## src/rtl/mem_arbiter.sv

```systemverilog
// -----------------------------------------------------------------------------
// mem_arbiter
// Two-port arbiter in front of a single-port word memory. Port 0 is the CPU
// memory stage and port 1 is the debug/loader port. One transaction is in
// flight at a time: IDLE latches a request, ACCESS drives the memory strobe,
// and RESP returns read data one cycle after the memory read.
//
// Ports
//   clk, rst          clock; asynchronous active-high reset
//   req[1:0]          per-port request level, held until gnt
//   we[1:0]           per-port write enable, qualified by req
//   addr0/addr1       per-port byte address
//   wdata0/wdata1     per-port write data
//   gnt[1:0]          one-cycle acceptance pulse, owner bit only
//   rvalid[1:0]       one-cycle read-data-valid pulse, owner bit only
//   err[1:0]          one-cycle error pulse, coincident with gnt
//   rdata             read data, zero unless an rvalid bit is set
//   busy              high whenever the FSM is not IDLE
//   mem_en/mem_we     memory access and write strobes
//   mem_addr          word index into the memory
//   mem_wdata         memory write data
//   mem_rdata         memory read data, valid the cycle after a read strobe
// -----------------------------------------------------------------------------
module mem_arbiter #(
  parameter int MEM_WORDS = 128,
  localparam int AW = (MEM_WORDS > 1) ? $clog2(MEM_WORDS) : 1
) (
  input  logic          clk,
  input  logic          rst,
  input  logic [1:0]    req,
  input  logic [1:0]    we,
  input  logic [31:0]   addr0,
  input  logic [31:0]   addr1,
  input  logic [31:0]   wdata0,
  input  logic [31:0]   wdata1,
  output logic [1:0]    gnt,
  output logic [1:0]    rvalid,
  output logic [1:0]    err,
  output logic [31:0]   rdata,
  output logic          busy,
  output logic          mem_en,
  output logic          mem_we,
  output logic [AW-1:0] mem_addr,
  output logic [31:0]   mem_wdata,
  input  logic [31:0]   mem_rdata
);

  typedef enum logic [1:0] {
    IDLE   = 2'd0,
    ACCESS = 2'd1,
    RESP   = 2'd2
  } state_t;

  state_t          state_reg, state_next;
  logic            owner_reg, owner_next;
  logic            last_owner_reg, last_owner_next;
  logic            we_reg, we_next;
  logic            err_reg, err_next;
  logic [AW-1:0]   addr_reg, addr_next;
  logic [31:0]     wdata_reg, wdata_next;

  // Candidate selection from the live request lines; only consumed in IDLE.
  logic            sel;
  logic [31:0]     sel_addr;
  logic            sel_bad;

  always_comb begin
    // Under contention the port that did not own the last transaction wins.
    sel      = (req == 2'b11) ? ~last_owner_reg : req[1];
    sel_addr = sel ? addr1 : addr0;
    sel_bad  = (sel_addr[1:0] != 2'b00) ||
               ({2'b00, sel_addr[31:2]} >= 32'(MEM_WORDS));
  end

  always_ff @(posedge clk or posedge rst) begin
    if (rst) begin
      state_reg      <= IDLE;
      owner_reg      <= 1'b0;
      last_owner_reg <= 1'b1;  // port 0 wins the first contention
      we_reg         <= 1'b0;
      err_reg        <= 1'b0;
      addr_reg       <= '0;
      wdata_reg      <= '0;
    end else begin
      state_reg      <= state_next;
      owner_reg      <= owner_next;
      last_owner_reg <= last_owner_next;
      we_reg         <= we_next;
      err_reg        <= err_next;
      addr_reg       <= addr_next;
      wdata_reg      <= wdata_next;
    end
  end

  always_comb begin
    state_next      = state_reg;
    owner_next      = owner_reg;
    last_owner_next = last_owner_reg;
    we_next         = we_reg;
    err_next        = err_reg;
    addr_next       = addr_reg;
    wdata_next      = wdata_reg;
    case (state_reg)
      IDLE: begin
        if (req != 2'b00) begin
          state_next      = ACCESS;
          owner_next      = sel;
          last_owner_next = sel;
          we_next         = we[sel];
          err_next        = sel_bad;
          addr_next       = sel_addr[AW+1:2];
          wdata_next      = sel ? wdata1 : wdata0;
        end
      end
      ACCESS:  state_next = (err_reg || we_reg) ? IDLE : RESP;
      RESP:    state_next = IDLE;
      default: state_next = IDLE;
    endcase
  end

  // Every output below is decoded from registers (plus mem_rdata for the
  // read return path), so reset clears them without waiting for a clock.
  logic access_ok;

  always_comb begin
    access_ok = (state_reg == ACCESS) && !err_reg;
    busy      = (state_reg != IDLE);
    mem_en    = access_ok;
    mem_we    = access_ok && we_reg;
    mem_addr  = access_ok ? addr_reg : '0;
    mem_wdata = access_ok ? wdata_reg : '0;
    rdata     = (state_reg == RESP) ? mem_rdata : '0;
  end

  for (genvar gi = 0; gi < 2; gi++) begin : g_port
    logic is_owner;
    assign is_owner   = (owner_reg == (gi == 1));
    assign gnt[gi]    = (state_reg == ACCESS) && is_owner;
    assign err[gi]    = (state_reg == ACCESS) && is_owner && err_reg;
    assign rvalid[gi] = (state_reg == RESP) && is_owner;
  end

endmodule

```

## config.mk

```make
export PLATFORM = sky130hd
export DESIGN_NAME = mem_arbiter
export DESIGN_NICKNAME = d
export VERILOG_FILES = /design/src/rtl/mem_arbiter.sv
export SDC_FILE = /design/constraint.sdc
export NUM_CORES = 1
export LEC_CHECK = 0
export BUFFER_PORTS_ARGS = -buffer_cell sky130_fd_sc_hd__buf_2
export CAP_MARGIN = 30
export CORE_MARGIN = 5
export CORE_UTILIZATION = 30
export DETAILED_ROUTE_END_ITERATION = 10
export PLACE_DENSITY = 0.64
export SKIP_LAST_GASP = 1
export SLEW_MARGIN = 10
export SYNTH_ARGS = -nofsm -noshare
export SYNTH_HDL_FRONTEND = slang
export SYNTH_SLANG_ARGS = --single-unit
export TNS_END_PERCENT = 30
```

## constraint.sdc

```tcl
create_clock -name clk -period 1.83 [get_ports clk]
set_input_delay 0.549 -clock clk [delete_from_list [all_inputs] [get_ports clk]]
set_output_delay 0.549 -clock clk [all_outputs]
set_load 0.005 [all_outputs]
```

==> flow_summary.json <==
{
  "hold_viol_final": 0,
  "fp-row-count": 34,
  "firstDrtPassIters": 4,
  "worstSetupStartpointType": "flip-flop",
  "timing.final.crit_share": 1.08,
  "violations": "setup timing",
  "ant_nets": 0,
  "cts_hold_buf": 0,
  "cts_resized": 4,
  "ys_ff_latch": 45,
  "initial_core_util": 0.309,
  "fmax_ghz": 0.508,
  "end_kind": "output pin",
  "synthCells": 301,
  "grt_overflow": 0,
  "gr-usage-all-layers": 0.152,
  "viasPerCell": 4.45,
  "vias": 2900,
  "cts.sinks": 45,
  "clk_pin_slew_ns": 0.08,
  "criticalPathCategory": "flip-flop to output pin",
  "nNetsFinal": 708,
  "slew_headroom": 0.705,
  "status": "finished, violations left",
  "setup_slack_ns": -0.137,
  "core-area_sq_mm": 0.00881,
  "place_congestion": 0.925,
  "regArea_sq_mm": 0.00113,
  "cp.arrival_ns": 1.42,
  "max_cap_violations": 0,
  "tns_ns": -6.59,
  "synth_warnings": 0,
  "grt_max_degree": 85,
  "dp_hpwl_mm": 7.37,
  "worstMarginPinSlew_ns": 0.442,
  "routed_wl_mm": 8.94,
  "numCtsBuffers": 5,
  "cts_tree": "done",
  "grt_first_pass_wirelength_mm": 14.0,
  "slew_violations": 0,
  "area_growth_pct": 54.2,
  "ioPinCount": 246,
  "avgSynthCellArea_sq_um": 9.05,
  "power.total_w": 0.00279,
  "drive_gt1_frac": 0.497,
  "insertion_delay_ns": 0.29,
  "met1_length_mm": 3.87,
  "top_layer": "met4",
  "die_h_um": 105,
  "layout_min_cycle_time_ns": 1.97,
  "syn-num-nets": 467,
  "cts_max_level": 2,
  "setup_viol": 75,
  "diodes": 0,
  "peakVddDrop_mv": 0.335,
  "largest_reg_flops": 32,
  "p_leak_nw": 2.34,
  "cts_buffer_depth": 2,
  "io_buffers": 245,
  "cts_setup_buffers": 0,
  "num-fill-cells": 893,
  "skew_ns": 0.00790,
  "crit_fanout": 28,
  "seq_area_frac_synth": 0.414,
  "syn_area_sq_mm": 0.00273,
  "die-area_sq_mm": 0.0111,
  "die_w_um": 105,
  "drtIter0Drc": 68,
  "hp-class": "input port to asynchronous set/reset pin",
  "post_drt_wl_per_cell_um": 13.7,
  "drc": 0,
  "multi_input_area_sq_mm": 0.00147,
  "power_density_mw_per_mm2": 663,
  "rsz0062_at_grt": "yes",
  "met2_length_mm": 4.22,
  "cp.required_ns": 1.28,
  "route.met3.wl_um": 795,
  "antenna_found_initial": 0,
  "cts_root_buf": "clkbuf_8",
  "ys_types": 27,
  "grt_pass1_vias": 2855
}
==> cells in the mapped netlist (all sizes together) <==
cell,count,area [sq um]
a21boi,1,11.3
dfrtp,44,1100
inv,3,11.3
nor4,10,62.6
and2b,1,7.51
o21a,1,8.76
buf,15,114
nand4,3,18.8
nor2b,1,6.26
clkbuf,6,25.0
mux2i,41,410
nand2,2,7.51
o21ai,1,5.00
nand2b,1,6.26
nor2,47,186
and3,2,12.5
a21oi,41,205
nand4b,1,8.76
and2,74,463
a31oi,2,12.5
dfstp,1,26.3
nor3,3,15.0
==> power breakdown <==
group	total (W)	internal (W)	switching [W]	leakage (nW)
registers	0.00131	0.00121	0.000106	0.500
clock network	0.000761	0.000445	0.000316	0.0585
logic	0.000713	0.000366	0.000348	1.78
==> final cells by class <==
type,instances,area share
Multi-Input combinational cell,232,0.350
Timing Repair Buffer,255,0.319
Sequential cell,45,0.268
Tap cell,108,0.0322
Clock buffer,7,0.0205
Clock inverter,1,0.00714
Inverter,3,0.00268
==> cell usage in the layout, fill, tap and decap left out <==
cell | Yosys | routed
a21boi_4 | 0 | 1
nor2_1 | 45 | 45
o21a_2 | 1 | 1
buf_2 | 7 | 245
nand2b_4 | 0 | 1
clkbuf_8 | 0 | 6
buf_12 | 0 | 3
buf_6 | 5 | 1
inv_1 | 3 | 2
nor2b_1 | 1 | 1
and3_1 | 2 | 2
buf_4 | 3 | 6
a21oi_1 | 41 | 41
inv_2 | 0 | 1
a31oi_1 | 2 | 2
dfrtp_1 | 44 | 44
dfstp_2 | 1 | 1
o21ai_1 | 1 | 1
clkbuf_1 | 4 | 1
nand4b_1 | 1 | 1
nand4_1 | 3 | 3
and2_1 | 74 | 74
nor4_1 | 10 | 10
nand2_1 | 2 | 2
mux2i_1 | 41 | 41
nor2_4 | 1 | 2
bufinv_16 | 0 | 1
nor3_1 | 3 | 3
and2b_4 | 0 | 1
==> critical path: stages (launching register included) <==
cell and delay (ns):
dfrtp_1 0.40, nand2b_4 0.16, nor2_4 0.13, buf_12 0.17, and2_1 0.14, buf_2 0.12
==> stage by stage <==
step | worst slack, ns | area, sq um | util | hold WS, ns | std cells
finish | -0.137 | 4200 | 0.477 | 0.255 | 651
global route | -0.259 | 4200 | 0.477 | 0.284 | 651
CTS | -0.134 | 4200 | 0.477 | 0.274 | 651
detailed placement | -0.0741 | 4070 | 0.462 | 0.467 | 643
global placement | 0.00446 | 4070 | 0.462 | 0.465 | 643
floorplan | 0.175 | 2730 | - | 0.423 | 301
==> kinds of logic (layout without fill, tap and decap cells) <==
| kind of cell | after synthesis | in the layout | share of synthesized area |
|---|---|---|---|
| flops | 45 | 45 | 0.414 |
| buf+inv | 24 | 266 | 0.0551 |
| compound gates | 46 | 46 | 0.0891 |
| simple gates | 145 | 145 | 0.292 |
| mux | 41 | 41 | 0.151 |
==> per-layer routing <==
layer  vias up  track usage
met4         0       0.0253
met1      1277        0.203
met5         -            0
met2       122        0.248
met3         6       0.0440
li1       1495            -
==> worst paths after layout <==
check	startpoint	endpoint	slack (ns)	depth (start not counted)
max	state_reg[1]$_DFFE_PP0P_	mem_wdata[12]	-0.14	5
max in group asynchronous	rst	wdata_reg[17]$_DFFE_PP0P_	0.99	3
min reg2reg	we_reg$_DFFE_PP0P_	state_reg[1]$_DFFE_PP0P_	0.48	1
min	rst	addr_reg[0]$_DFFE_PP0P_	0.25	2
max reg2reg	state_reg[0]$_DFFE_PP0P_	wdata_reg[18]$_DFFE_PP0P_	0.34	6
min in group clk	req[0]	last_owner_reg$_DFFE_PP1P_	0.46	2
Power figures use the tool's default switching activity.
